`src/rtl/dmem_arbiter.sv`:
```
// Two-port round-robin arbiter in front of a single-ported word RAM.
// Sub-word stores are done as read-modify-write through a word buffer.
module dmem_arbiter #(
  parameter int XLEN      = 32,
  parameter int NUM_PORTS = 2
) (
  input  logic                                 clk,
  input  logic                                 reset,
  input  logic [NUM_PORTS-1:0]                 req_valid,
  output logic [NUM_PORTS-1:0]                 req_ready,
  input  logic [NUM_PORTS-1:0]                 req_write,
  input  logic [NUM_PORTS-1:0][XLEN-1:0]       req_addr,
  input  logic [NUM_PORTS-1:0][XLEN-1:0]       req_wdata,
  input  logic [NUM_PORTS-1:0][XLEN/8-1:0]     req_wstrb,
  output logic [NUM_PORTS-1:0]                 resp_valid,
  output logic [XLEN-1:0]                      resp_rdata,
  output logic                                 ram_write_enable,
  output logic [XLEN-1:0]                      ram_address,
  output logic [XLEN-1:0]                      ram_write_data,
  input  logic [XLEN-1:0]                      ram_read_data
);

  localparam int SW = XLEN / 8;

  localparam logic [1:0] S_IDLE  = 2'd0;
  localparam logic [1:0] S_READ  = 2'd1;
  localparam logic [1:0] S_WRITE = 2'd2;
  localparam logic [1:0] S_RESP  = 2'd3;

  logic [1:0]      state_q, state_d;
  logic            last_q, last_d;
  logic            port_q, port_d;
  logic            write_q, write_d;
  logic [XLEN-3:0] addr_q, addr_d;
  logic [XLEN-1:0] wdata_q, wdata_d;
  logic [SW-1:0]   wstrb_q, wstrb_d;
  logic [XLEN-1:0] buf_q, buf_d;

  logic [1:0]      gnt;
  logic            hs;
  logic            sel;
  logic [XLEN-1:0] merged;
  logic            unused_addr;

  // Byte offset is irrelevant to a word RAM.
  assign unused_addr = ^{req_addr[0][1:0], req_addr[1][1:0]};

  // With both ports contending, the one not granted last wins.
  always_comb begin
    gnt = 2'b00;
    unique case (1'b1)
      (req_valid == 2'b11): gnt = last_q ? 2'b01 : 2'b10;
      (req_valid == 2'b01): gnt = 2'b01;
      (req_valid == 2'b10): gnt = 2'b10;
      default:              gnt = 2'b00;
    endcase
  end

  assign req_ready = (state_q == S_IDLE && !reset) ? gnt : 2'b00;
  assign hs        = |(req_valid & req_ready);
  assign sel       = req_ready[1];

  always_comb begin
    state_d = state_q;
    last_d  = last_q;
    port_d  = port_q;
    write_d = write_q;
    addr_d  = addr_q;
    wdata_d = wdata_q;
    wstrb_d = wstrb_q;
    buf_d   = buf_q;
    unique case (state_q)
      S_IDLE: begin
        if (hs) begin
          port_d  = sel;
          last_d  = sel;
          write_d = req_write[sel];
          addr_d  = req_addr[sel][XLEN-1:2];
          wdata_d = req_wdata[sel];
          wstrb_d = req_wstrb[sel];
          if (req_write[sel] && (&req_wstrb[sel]))
            state_d = S_WRITE;
          else
            state_d = S_READ;
        end
      end
      S_READ: begin
        buf_d = ram_read_data;
        if (write_q && (|wstrb_q))
          state_d = S_WRITE;
        else
          state_d = S_RESP;
      end
      S_WRITE: state_d = S_RESP;
      S_RESP:  state_d = S_IDLE;
      default: state_d = S_IDLE;
    endcase
  end

  always_ff @(posedge clk) begin
    if (reset) begin
      state_q <= S_IDLE;
      last_q  <= 1'b1;
      port_q  <= 1'b0;
      write_q <= 1'b0;
      addr_q  <= '0;
      wdata_q <= '0;
      wstrb_q <= '0;
      buf_q   <= '0;
    end else begin
      state_q <= state_d;
      last_q  <= last_d;
      port_q  <= port_d;
      write_q <= write_d;
      addr_q  <= addr_d;
      wdata_q <= wdata_d;
      wstrb_q <= wstrb_d;
      buf_q   <= buf_d;
    end
  end

  for (genvar k = 0; k < SW; k++) begin : g_lane
    assign merged[8*k +: 8] =
      wstrb_q[k] ? wdata_q[8*k +: 8] : buf_q[8*k +: 8];
  end

  // Outputs are gated by reset so a WRITE cycle cut by reset never commits.
  always_comb begin
    ram_write_enable = 1'b0;
    ram_address      = '0;
    ram_write_data   = '0;
    resp_valid       = 2'b00;
    resp_rdata       = '0;
    if (!reset) begin
      unique case (state_q)
        S_READ: ram_address = {addr_q, 2'b00};
        S_WRITE: begin
          ram_address      = {addr_q, 2'b00};
          ram_write_enable = 1'b1;
          ram_write_data   = merged;
        end
        S_RESP: begin
          resp_valid = port_q ? 2'b10 : 2'b01;
          resp_rdata = write_q ? '0 : buf_q;
        end
        default: ;
      endcase
    end
  end

endmodule

```
`config.mk`:
```
export PLATFORM = sky130hd
export DESIGN_NAME = dmem_arbiter
export DESIGN_NICKNAME = d
export VERILOG_FILES = /design/src/rtl/dmem_arbiter.sv
export SDC_FILE = /design/constraint.sdc
export NUM_CORES = 1
export LEC_CHECK = 0
export CAP_MARGIN = 20
export CORE_MARGIN = 4
export CORE_UTILIZATION = 36
export DETAILED_ROUTE_END_ITERATION = 10
export GPL_ROUTABILITY_DRIVEN = 0
export MAX_ROUTING_LAYER = met4
export PLACE_DENSITY = 0.76
export SYNTH_ARGS = -nofsm -noshare
export SYNTH_HDL_FRONTEND = slang
export SYNTH_SLANG_ARGS = --single-unit
```
`constraint.sdc`:
```
create_clock -name clk -period 1.5 [get_ports clk]
set_input_delay 0.375 -clock clk [delete_from_list [all_inputs] [get_ports clk]]
set_output_delay 0.375 -clock clk [all_outputs]
set_load 0.01 [all_outputs]
```
* Yosys cells after proc, flatten, opt, wreduce, memory -nomap -nowiden *
Index checks and enable logic that the tools add are counted.

word-level totals
  flip-flop bits (word level) = 103

operators by class
  equal/unequal tests = 7
  bitwise logic cells = 1
  magnitude comparators = 1
  multiplexer cells = 31
  reductions and logical operators = 10

operators by type and width
  operator              count
  $mux W32              11
  $mux W8               4
  $mux W2               7
  $eq A2 B2 Y1 const B  4
  $mux W4               2
  $pmux W2 S4           1
  $pmux W2 S3           1
  $mux W1               5
  $eq A2 B1 Y1 const B  2
  $reduce_and A4 Y1     1
  $reduce_or A2 Y1      2
  $reduce_or A4 Y1      1
  $logic_and A1 B1 Y1   3
  $and A2 B2 Y2         1
  $logic_not A2 Y1      1
  $lt A1 B2 Y1 const B  1
  $ne A2 B2 Y1 const B  1
  $reduce_and A2 Y1     1
  $logic_not A1 Y1      1

* Depth between registers and ports, before layout *
Gate-level depths: netlist of the first run.

  depth in word-level cells = 10
  mapped depth = 7

* Worst setup path after synthesis of the first run *
Ideal clock, no wire load.

  kind = register to output
  from = register state_q[0]
  to = output port ram_write_data[10]
  slack = -0.134 ns
  path buffers = 2
  arrival time = 1.259 ns
  cell stages (with the launch flop) = 7
  cell sequence = dfxtp_1 > inv_1 > ha_1 > nand2b_1 > clkbuf_1 > clkbuf_1 > nor2_1

on the way
  word-level cells in the longest chain between the ends = 3

ends and longest elaborated chain
  item                    line  source
  start, declared         30    logic [1:0] state_q, state_d;
  start signal, assigned  111   state_q <= state_d;
  $eq A2 B2 Y1            135   unique case (state_q)
  $mux W32                135
  $mux W32                134   if (!reset) begin
  end, declared           19    output logic [XLEN-1:0] ram_write_data,

No other way between the ends.

* Worst setup path after layout of the first run *
  from = register state_q[1]
  to = output port resp_rdata[0]

on the way
  word-level cells in the longest chain between the ends = 3

ends and longest elaborated chain
  item           line  source
  $eq A2 B2 Y1   135
  $mux W32       135
  $mux W32       134
  end, declared  16    output logic [XLEN-1:0] resp_rdata,

No other way between the ends.

==> impl_results.md, run 1 <==
- Origin of the worst setup path: state_q[1]
- M1 GR Usage: 28.8%
- Crit Path Max Fanout: 8
- Worst setup path category: reg2out
- DRT Wirelength: 21400 um
- CTS tree: done
- Synth unique cells: 30
- # IOs: 275
- Layout area overhead: 87.3%
- Worst hold start: reset
- First-pass GRT wire length: 32100 um
- Min-Delay Path Class: in2reg
- Fillers: 1032
- Worst R2R Path Depth: 8
- Startpoint types: register
- Tcrit/Tclk final: 143%
- Final count of negative-setup-slack endpoints: 169
- Initial antenna violation count: 0
- Sequential share of the synthesized area: 39.3%
- Cells after synthesis: 597
- Die width: 129 um
- GR Util met2: 43.4%
- Clock Path Buffers: 2
- Worst-Margin Slew: 0.501 ns
- Vias in the first global route: 6163
- Post-route cell area: 9830 um2
- Avg Cell Area, Syn: 8.79 um2
- Seq. cell area: 2070 um2
- Yosys warnings: 0
- Slew Limit Fails: 0
- Initial Util: 37.2%
- Layout cells sized above 1: 33.5%
- Most common cell after layout, fill and taps aside: clkdlybuf4s50_1
- Avg WL per Cell: 19.6 um
- Max VDD drop: 709 uV
- Clock Sinks: 103
- Violated checks: setup timing
- Leak: 3.88 nW
- First-pass DRT Iterations: 4
- Number of antenna repair diodes: 0
- Pwr/cell area: 1290 nW/um2
- Clock root buffer: clkbuf_16
- Core area: 14100 um2
- Worst Path Arrival: 1.77 ns
- Gr usage total: 25.4%
- Post-DP Area: 8380 um2
- Mean number of vias per cell: 5.33
- Vias: 5815
- Min cycle time layout: 2.15 ns
- Clock Skew: 0.00444 ns
- Total number of H-tree levels: 3
- Most Crowded Layer GR: met2
- Flop and latch count out of synthesis: 103
- Nets@finish: 1084
- DPL Wire Length: 14000 um
- Multi-input logic area: 3460 um2
- Die height: 129 um
- Max Cap Viol: 0
- Status: complete, but fails checks
- Largest net degree at the start of global routing: 37
- DRC viols: 0
- Post-Route Setup TNS: -63.89 ns
- # port buffers: 268
- Synth Cell Area: 5250 um2
- CP required: 1.12 ns
- Row count: 43
- Global route overflow: 0
- F_max: 466 MHz
- Final hold viol count: 0
- DRT antenna net count: 0
- Reg-to-Reg Start: state_q[0]
- RSZ-0062 raised after global routing: yes
- Critical path endpoint category: output pin
- Commonest cells after routing, fill and taps aside: clkdlybuf4s50_1, dfxtp_1, mux2i_1
- Reg clk slew, reported paths: 0.06 ns
- Die ar.: 16600 um2
- Hold_buf cts: 0
- Hold depth: 3
- Met3 usage: 4.77%
- Cts bufs inserted: 9
- Clock latency on the worst-skew pair: 0.35 ns
- 1st-iter DRT viols: 215
- Rel. slew slack: 66.6%
- Setup ws final: -0.647 ns
==> layer usage <==
layer	routed length [um]	vias to the layer above	share of wire [%]
li1	-	2729	-
met1	8520	2777	40
met2	10700	250	50
met3	1350	59	6.3
met4	786	0	3.7
met5	0	-	0
==> area by class of cell <==
cell class,instances,area share [%]
inverters,4,0.153
well taps,180,2.29
clock buffers,11,2.57
clock inverters,5,1.30
flip-flops and latches,103,21.0
repair buffers,357,37.5
multi-input cells,430,35.2
==> power breakdown <==
group	internal, mW	switching, mW
clock	1.89	1.04
sequential	3.44	0.467
combinational	3.17	2.65
==> sequential cells by signal, summed over array words and instances (netlist names) <==
| signal | flops |
|---|---|
| wdata_q | 32 |
| wstrb_q | 4 |
| state_q | 2 |
| last_q | 1 |
| buf_q | 32 |
| write_q | 1 |
| addr_q | 30 |
| port_q | 1 |
==> per-stage QoR <==
stage | std cells | worst slack, ns | hold WS [ns] | utilization (%) | power [mW]
after CTS | 1089 | -0.674 | 0.367 | 69.4 | 12.6
after global routing | 1090 | -0.717 | 0.391 | 69.7 | 13.3
after global placement | 1029 | -0.834 | 0.440 | 59.4 | 8.05
after floorplan | 598 | -0.0200 | 0.432 | - | 6.15
after detailed placement | 1029 | -0.830 | 0.446 | 59.4 | 8.22
final | 1090 | -0.647 | 0.380 | 69.7 | 12.7
==> kinds of logic after synthesis <==
kind of cell / synth area share, %
muxes: 16.4
AOI/OAI and AO/OA: 14.2
other: 0.0715
DFF: 39.3
and+or+nand+nor: 23.3
buffers and inverters: 5.58
adders and majority gates: 1.19
==> cells in the mapped netlist <==
cell type | count | area [um2]
buf_6 | 1 | 11.3
conb_1 | 1 | 3.75
inv_1 | 4 | 15.0
ha_1 | 5 | 62.6
o21ai_0 | 44 | 220
nor3_1 | 1 | 5.00
o22ai_1 | 23 | 144
nor3b_2 | 1 | 12.5
buf_2 | 21 | 105
and3b_1 | 23 | 201
buf_4 | 4 | 30.0
o221ai_1 | 23 | 201
nor2_1 | 73 | 274
nand4_1 | 2 | 12.5
o41ai_1 | 1 | 8.76
nand2b_1 | 4 | 25.0
a31o_2 | 1 | 8.76
nand3b_1 | 44 | 330
a211oi_1 | 1 | 7.51
a21oi_1 | 25 | 125
o21ba_2 | 1 | 10.0
nor2b_1 | 1 | 6.26
a21bo_2 | 1 | 10.0
a311oi_1 | 1 | 8.76
and3_1 | 1 | 6.26
nand2_1 | 26 | 97.6
mux2i_1 | 86 | 861
dfxtp_1 | 103 | 2060
and2_1 | 40 | 250
clkbuf_1 | 35 | 131
==> worst paths after layout <==
path / slack, ns / endpoint
max: -0.65 / resp_rdata[0]
max reg2reg: -0.28 / state_q[0]
min: 0.38 / state_q[1]
min reg2reg: 0.47 / wdata_q[22]
==> repair_timing <==
action                                  4_1_cts  5_1_grt
pin swaps                                   101        7
gates resized for setup                     572       28
buffers inserted                             33        3
gates cloned                                 11        0
endpoints found under the setup margin      169      169
hold endpoints to repair                      0        0
==> critical path, stage by stage, from the launching register on <==
cell,delay (ns)
dfxtp_2,0.35
buf_6,0.13
ha_4,0.13
nand2b_4,0.06
nor2_4,0.15
buf_8,0.13
buf_8,0.13
buf_6,0.10
and2_4,0.14
buf_6,0.09
(Power assumes the default switching activity.)
==> inputs of run 2 (changes only) <==
--- a/config.mk
+++ b/config.mk
@@ -6,7 +6,6 @@
 export NUM_CORES = 1
 export LEC_CHECK = 0
 export CAP_MARGIN = 20
-export CORE_MARGIN = 4
 export CORE_UTILIZATION = 36
 export DETAILED_ROUTE_END_ITERATION = 10
 export GPL_ROUTABILITY_DRIVEN = 0
==> impl_results.md, run 2 (same netlist as run 1, synthesis figures left out) <==
- Status: complete, but fails checks
- Violated checks: setup timing
- CTS tree: done
- Pint: 7.83 mW
- Crit Path Max Fanout: 8
- Rel. slew slack: 60.5%
- Final Util: 72.1%
- Die ar.: 15100 um2
- First-pass DRT Iterations: 5
- Reg clk slew, reported paths: 0.07 ns
- Initial antenna violation count: 0
- Critical path endpoint category: output pin
- M1 GR Usage: 33.2%
- Non-filler cells, final: 1088
- Row count: 43
- Hold_buf cts: 0
- Crit path cell chain: inv_4 -> buf_12 -> ha_4 -> nand2b_4 -> buf_6 -> buf_16 -> nor2_2 -> buf_2
- Largest net degree at the start of global routing: 54
- CP max-delay cell: dfxtp_4
- CP required: 1.12 ns
- NetSw: 4.45 mW
- Worst-Margin Slew: 0.592 ns
- Crit path max-delay family: buffers and inverters
- Final count of negative-setup-slack endpoints: 169
- Min-Delay Path Class: in2reg
- Worst Path Arrival: 1.74 ns
- Gr usage total: 30.0%
- Power share of the combinational group: 49.2%
- Clock power frac: 18.7%
- DRC viols: 0
- Critical path buffer and inverter count: 5
- GR Util met2: 51.3%
- RSZ-0062 raised after global routing: yes
- Clock Sinks: 103
- Tcrit/Tclk final: 141%
- # port buffers: 268
- First-pass GRT wire length: 32700 um
- Max Cap Viol: 0
- Die width: 123 um
- Core area: 14000 um2
- Worst hold start: reset
- Multi-input logic area: 3630 um2
- Hold Path Sink: buf_q[23]
- Vias in the first global route: 6132
- Final hold viol count: 0
- Setup ws final: -0.619 ns
- Worst R2R Path Depth: 9
- Cts bufs inserted: 9
- Clock latency on the worst-skew pair: 0.36 ns
- Clock Path Buffers: 2
- Crit path depth: 8
- Nets@finish: 1082
- Sw frac: 36.3%
- Worst setup path category: reg2out
- Layout cells sized above 1: 36.5%
- Global route overflow: 0
- F_max: 472 MHz
- DPL Wire Length: 13200 um
- Largest stage delay on the critical path: 0.37 ns
- Fillers: 977
- Vias: 5983
- Most common cell after layout, fill and taps aside: clkdlybuf4s50_1
- Startpoint types: register
- Leak: 3.95 nW
- Biggest regs: buf_q (32), wdata_q (32), addr_q (30)
- DRT Wirelength: 22800 um
- Post-DP Area: 8360 um2
- Post-route cell area: 10100 um2
- # IOs: 275
- Setup WS pre-CTS: -0.864 ns
- Commonest cells after routing, fill and taps aside: clkdlybuf4s50_1, dfxtp_1, mux2i_1
- Number of antenna repair diodes: 0
- Min cycle time layout: 2.12 ns
- Layout area overhead: 92.9%
- Flop-to-flop setup slack: -0.25 ns
- Seq. cell area: 2070 um2
- Slew Limit Fails: 0
- Sequential power share: 32.2%
- Placed Cells: 1022
- R2r endpoint: addr_q[26]
- Clock Skew: 0.00602 ns
- Total number of H-tree levels: 3
- Max VDD drop: 804 uV
- Met3 usage: 6.27%
- DRT antenna net count: 0
- Pwr/cell area: 1210 nW/um2
- 1st-iter DRT viols: 369
- Die height: 123 um
- Post-Route Setup TNS: -63.59 ns
- Reg-to-Reg Start: state_q[0]
- Avg WL per Cell: 21.0 um
- Mean number of vias per cell: 5.50
- Initial Util: 37.4%
- Most Crowded Layer GR: met2
- Clock root buffer: clkbuf_16
- Hold depth: 3
==> run 2: cell count changes in the layout (fill, tap and decap cells not counted), moves of 7 or more <==
cell	previous run	this run
buf_6	49	79
nor2_1	65	46
buf_4	42	25
and2_1	18	3
and2_4	22	37
buf_2	44	31
clkdlybuf4s15_2	25	12
nor2_4	1	13
nor2_2	7	14
o21ai_1	44	37
o221ai_2	19	12
==> run 2: through the flow <==
step / hold WS (ns) / power, mW
2_1_floorplan: 0.432 / 6.15
3_5_place_dp: 0.443 / 8.12
5_1_grt: 0.434 / 12.8
4_1_cts: 0.408 / 11.9
6_report: 0.442 / 12.3
3_3_place_gp: 0.438 / 7.96
==> run 2: worst min-delay path, stage by stage <==
cell and delay [ns]:
buf_4 0.11, buf_4 0.20, nor2_1 0.06
==> run 2: what timing repair did <==
| item | 4_1_cts | 5_1_grt |
|---|---|---|
| buffers inserted | 33 | 7 |
| endpoints found under the hold margin | 0 | 0 |
| pin swaps | 79 | 21 |
| cloned | 15 | 0 |
| resized for setup | 622 | 62 |
| setup endpoints to repair | 169 | 174 |
==> run 2: power by group through the flow <==
stage,Combinational [mW],Sequential (mW),Clock (mW)
CTS,5.70,3.91,2.32
floorplan,2.41,3.74,0
finish,6.04,3.95,2.29
global route,6.38,4.02,2.44
global placement,4.09,3.87,0
detailed placement,4.22,3.90,0
==> run 2: area by class of cell <==
type | count | share of cell area (%)
clock buffers | 11 | 2.40
clock inverters | 5 | 0.420
inverters | 4 | 0.198
multi-input cells | 430 | 35.8
flip-flops and latches | 103 | 20.4
well taps | 180 | 2.22
repair buffers | 355 | 38.5
==> run 2: metal layers <==
metal | share of wire, % | vias up
met5 | 0 | -
met2 | 50 | 302
li1 | - | 2733
met3 | 6.4 | 87
met4 | 4.6 | 0
met1 | 39 | 2861
==> run 2: how the worst max path moves through the flow <==
stage / startpoint / end
after floorplan: state_q[1] / resp_rdata[10]
after global placement: req_valid[1] / req_ready[1]
after detailed placement: req_valid[1] / state_q[1]
after CTS: state_q[0] / ram_address[3]
after global routing: state_q[1] / ram_address[3]
final: state_q[0] / ram_write_data[26]
==> inputs of run 3 (changes only) <==
--- a/config.mk
+++ b/config.mk
@@ -11,6 +11,7 @@
 export GPL_ROUTABILITY_DRIVEN = 0
 export MAX_ROUTING_LAYER = met4
 export PLACE_DENSITY = 0.76
+export SKIP_CTS_REPAIR_TIMING = 1
 export SYNTH_ARGS = -nofsm -noshare
 export SYNTH_HDL_FRONTEND = slang
 export SYNTH_SLANG_ARGS = --single-unit
==> impl_results.md, run 3 (same netlist as run 1, synthesis figures left out) <==
- Status: complete, but fails checks
- Violated checks: setup timing
- NetSw: 4.40 mW
- Sw frac: 36.6%
- Fin Hold WS: 0.437 ns
- Most common cell after layout, fill and taps aside: clkdlybuf4s50_1
- Layout area overhead: 86.4%
- Pwr/cell area: 1230 nW/um2
- Post-Route Setup TNS: -53.72 ns
- Nets@finish: 1066
- Tcrit/Tclk final: 138%
- Gr usage total: 24.2%
- Placed Cells: 1022
- Sequential power share: 32.8%
- Power share of the combinational group: 48.0%
- Final hold viol count: 0
- Clock Sinks: 103
- Initial antenna violation count: 0
- Layout cells sized above 1: 34.9%
- Die width: 123 um
- Slew Limit Fails: 0
- Reg clk slew, reported paths: 0.07 ns
- DRT antenna net count: 0
- Final count of negative-setup-slack endpoints: 169
- Core area: 14000 um2
- Worst Path Arrival: 1.69 ns
- Number of antenna repair diodes: 0
- Global route overflow: 0
- Clock latency on the worst-skew pair: 0.36 ns
- Pint: 7.63 mW
- CP required: 1.12 ns
- Vias: 5916
- Fillers: 1027
- Cts bufs inserted: 9
- Leak: 3.85 nW
- Rel. slew slack: 57.7%
- Setup ws final: -0.566 ns
- Worst setup path category: reg2out
- Worst-Margin Slew: 0.634 ns
- Max VDD drop: 743 uV
- Seq. cell area: 2070 um2
- CTS tree: done
- Multi-input logic area: 3700 um2
- RSZ-0062 raised after global routing: yes
- Mean number of vias per cell: 5.52
- First-pass DRT Iterations: 4
- Critical path endpoint category: output pin
- Max Cap Viol: 0
- F_max: 484 MHz
- Die height: 123 um
- Startpoint types: register
- Clock Path Buffers: 2
- Min cycle time layout: 2.07 ns
- DRT Wirelength: 22900 um
- Commonest cells after routing, fill and taps aside: clkdlybuf4s50_1, dfxtp_1, mux2i_1
- Largest net degree at the start of global routing: 55
- DRC viols: 0
- Clock Skew: 0.00571 ns
- Biggest regs: buf_q (32), wdata_q (32), addr_q (30)
- # IOs: 275
- DPL Wire Length: 13200 um
- First-pass GRT wire length: 27000 um
- # port buffers: 268
- Initial Util: 37.4%
- Clock root buffer: clkbuf_16
- Avg WL per Cell: 21.3 um
- Row count: 43
- Clock power frac: 19.2%
- Total number of H-tree levels: 3
- Non-filler cells, final: 1072
- 1st-iter DRT viols: 352
- Min-Delay Path Class: in2reg
- Die ar.: 15100 um2
- Total power: 12.0 mW
- Crit Path Max Fanout: 4
- Vias in the first global route: 5406
-- run 3: cell types whose count changed in the layout (fill, tap and decap cells not counted), moves of 11 or more --
cell	delta
clkbuf_2	+15
buf_6	-30
buf_16	-13
clkdlybuf4s15_2	-12
nor2_1	+15
buf_2	+14
nor2_4	-11
-- run 3: area by class of cell --
class                      instances  area share (%)
tap                              180            2.30
clock buffer                      11            2.48
timing repair buffer             339            35.6
inverter                           4           0.205
multi-input combinational        430            37.9
clock inverter                     5           0.435
sequential                       103            21.2
-- run 3: power groups by stage --
stage | clock network (mW) | logic [mW] | registers, mW
after global placement | 0 | 4.09 | 3.87
after floorplan | 0 | 2.41 | 3.74
after global routing | 2.44 | 6.09 | 4.01
after CTS | 2.32 | 4.24 | 3.85
final | 2.31 | 5.77 | 3.95
after detailed placement | 0 | 4.22 | 3.90
-- run 3: metal layers --
metal / part of all wire [%] / vias to the layer above / global-route usage [%] / wire [um]
met3: 7.3 / 65 / 5.86 / 1670
met2: 50 / 322 / 41.2 / 11400
li1: - / 2684 / - / -
met1: 40 / 2845 / 27.3 / 9040
met5: 0 / - / - / 0
met4: 3.3 / 0 / 9.15 / 760
-- run 3: worst paths after layout --
kind / start / to / slack, ns / cells after the start
setup / recovery: state_q[0] / ram_address[28] / -0.57 / 7
hold / removal: reset / buf_q[23] / 0.44 / 3
setup reg to reg: state_q[1] / wdata_q[12] / -0.23 / 8
hold reg to reg: wdata_q[25] / wdata_q[25] / 0.46 / 2
-- run 3: critical path, cell delays in order, from the launching register on --
cell     delay [ns]
dfxtp_4        0.39
inv_4          0.05
ha_4           0.29
nor2b_4        0.17
buf_6          0.12
buf_6          0.09
and2_4         0.13
buf_6          0.09
-- run 3: stage by stage --
stage | instance area [um2] | utilization (%) | worst slack (ns)
5_1_grt | 9780 | 69.6 | -0.617
3_5_place_dp | 8360 | 59.5 | -0.864
6_report | 9780 | 69.6 | -0.566
3_3_place_gp | 8360 | 59.5 | -0.834
2_1_floorplan | 5280 | - | -0.0200
4_1_cts | 8650 | 61.6 | -1.11
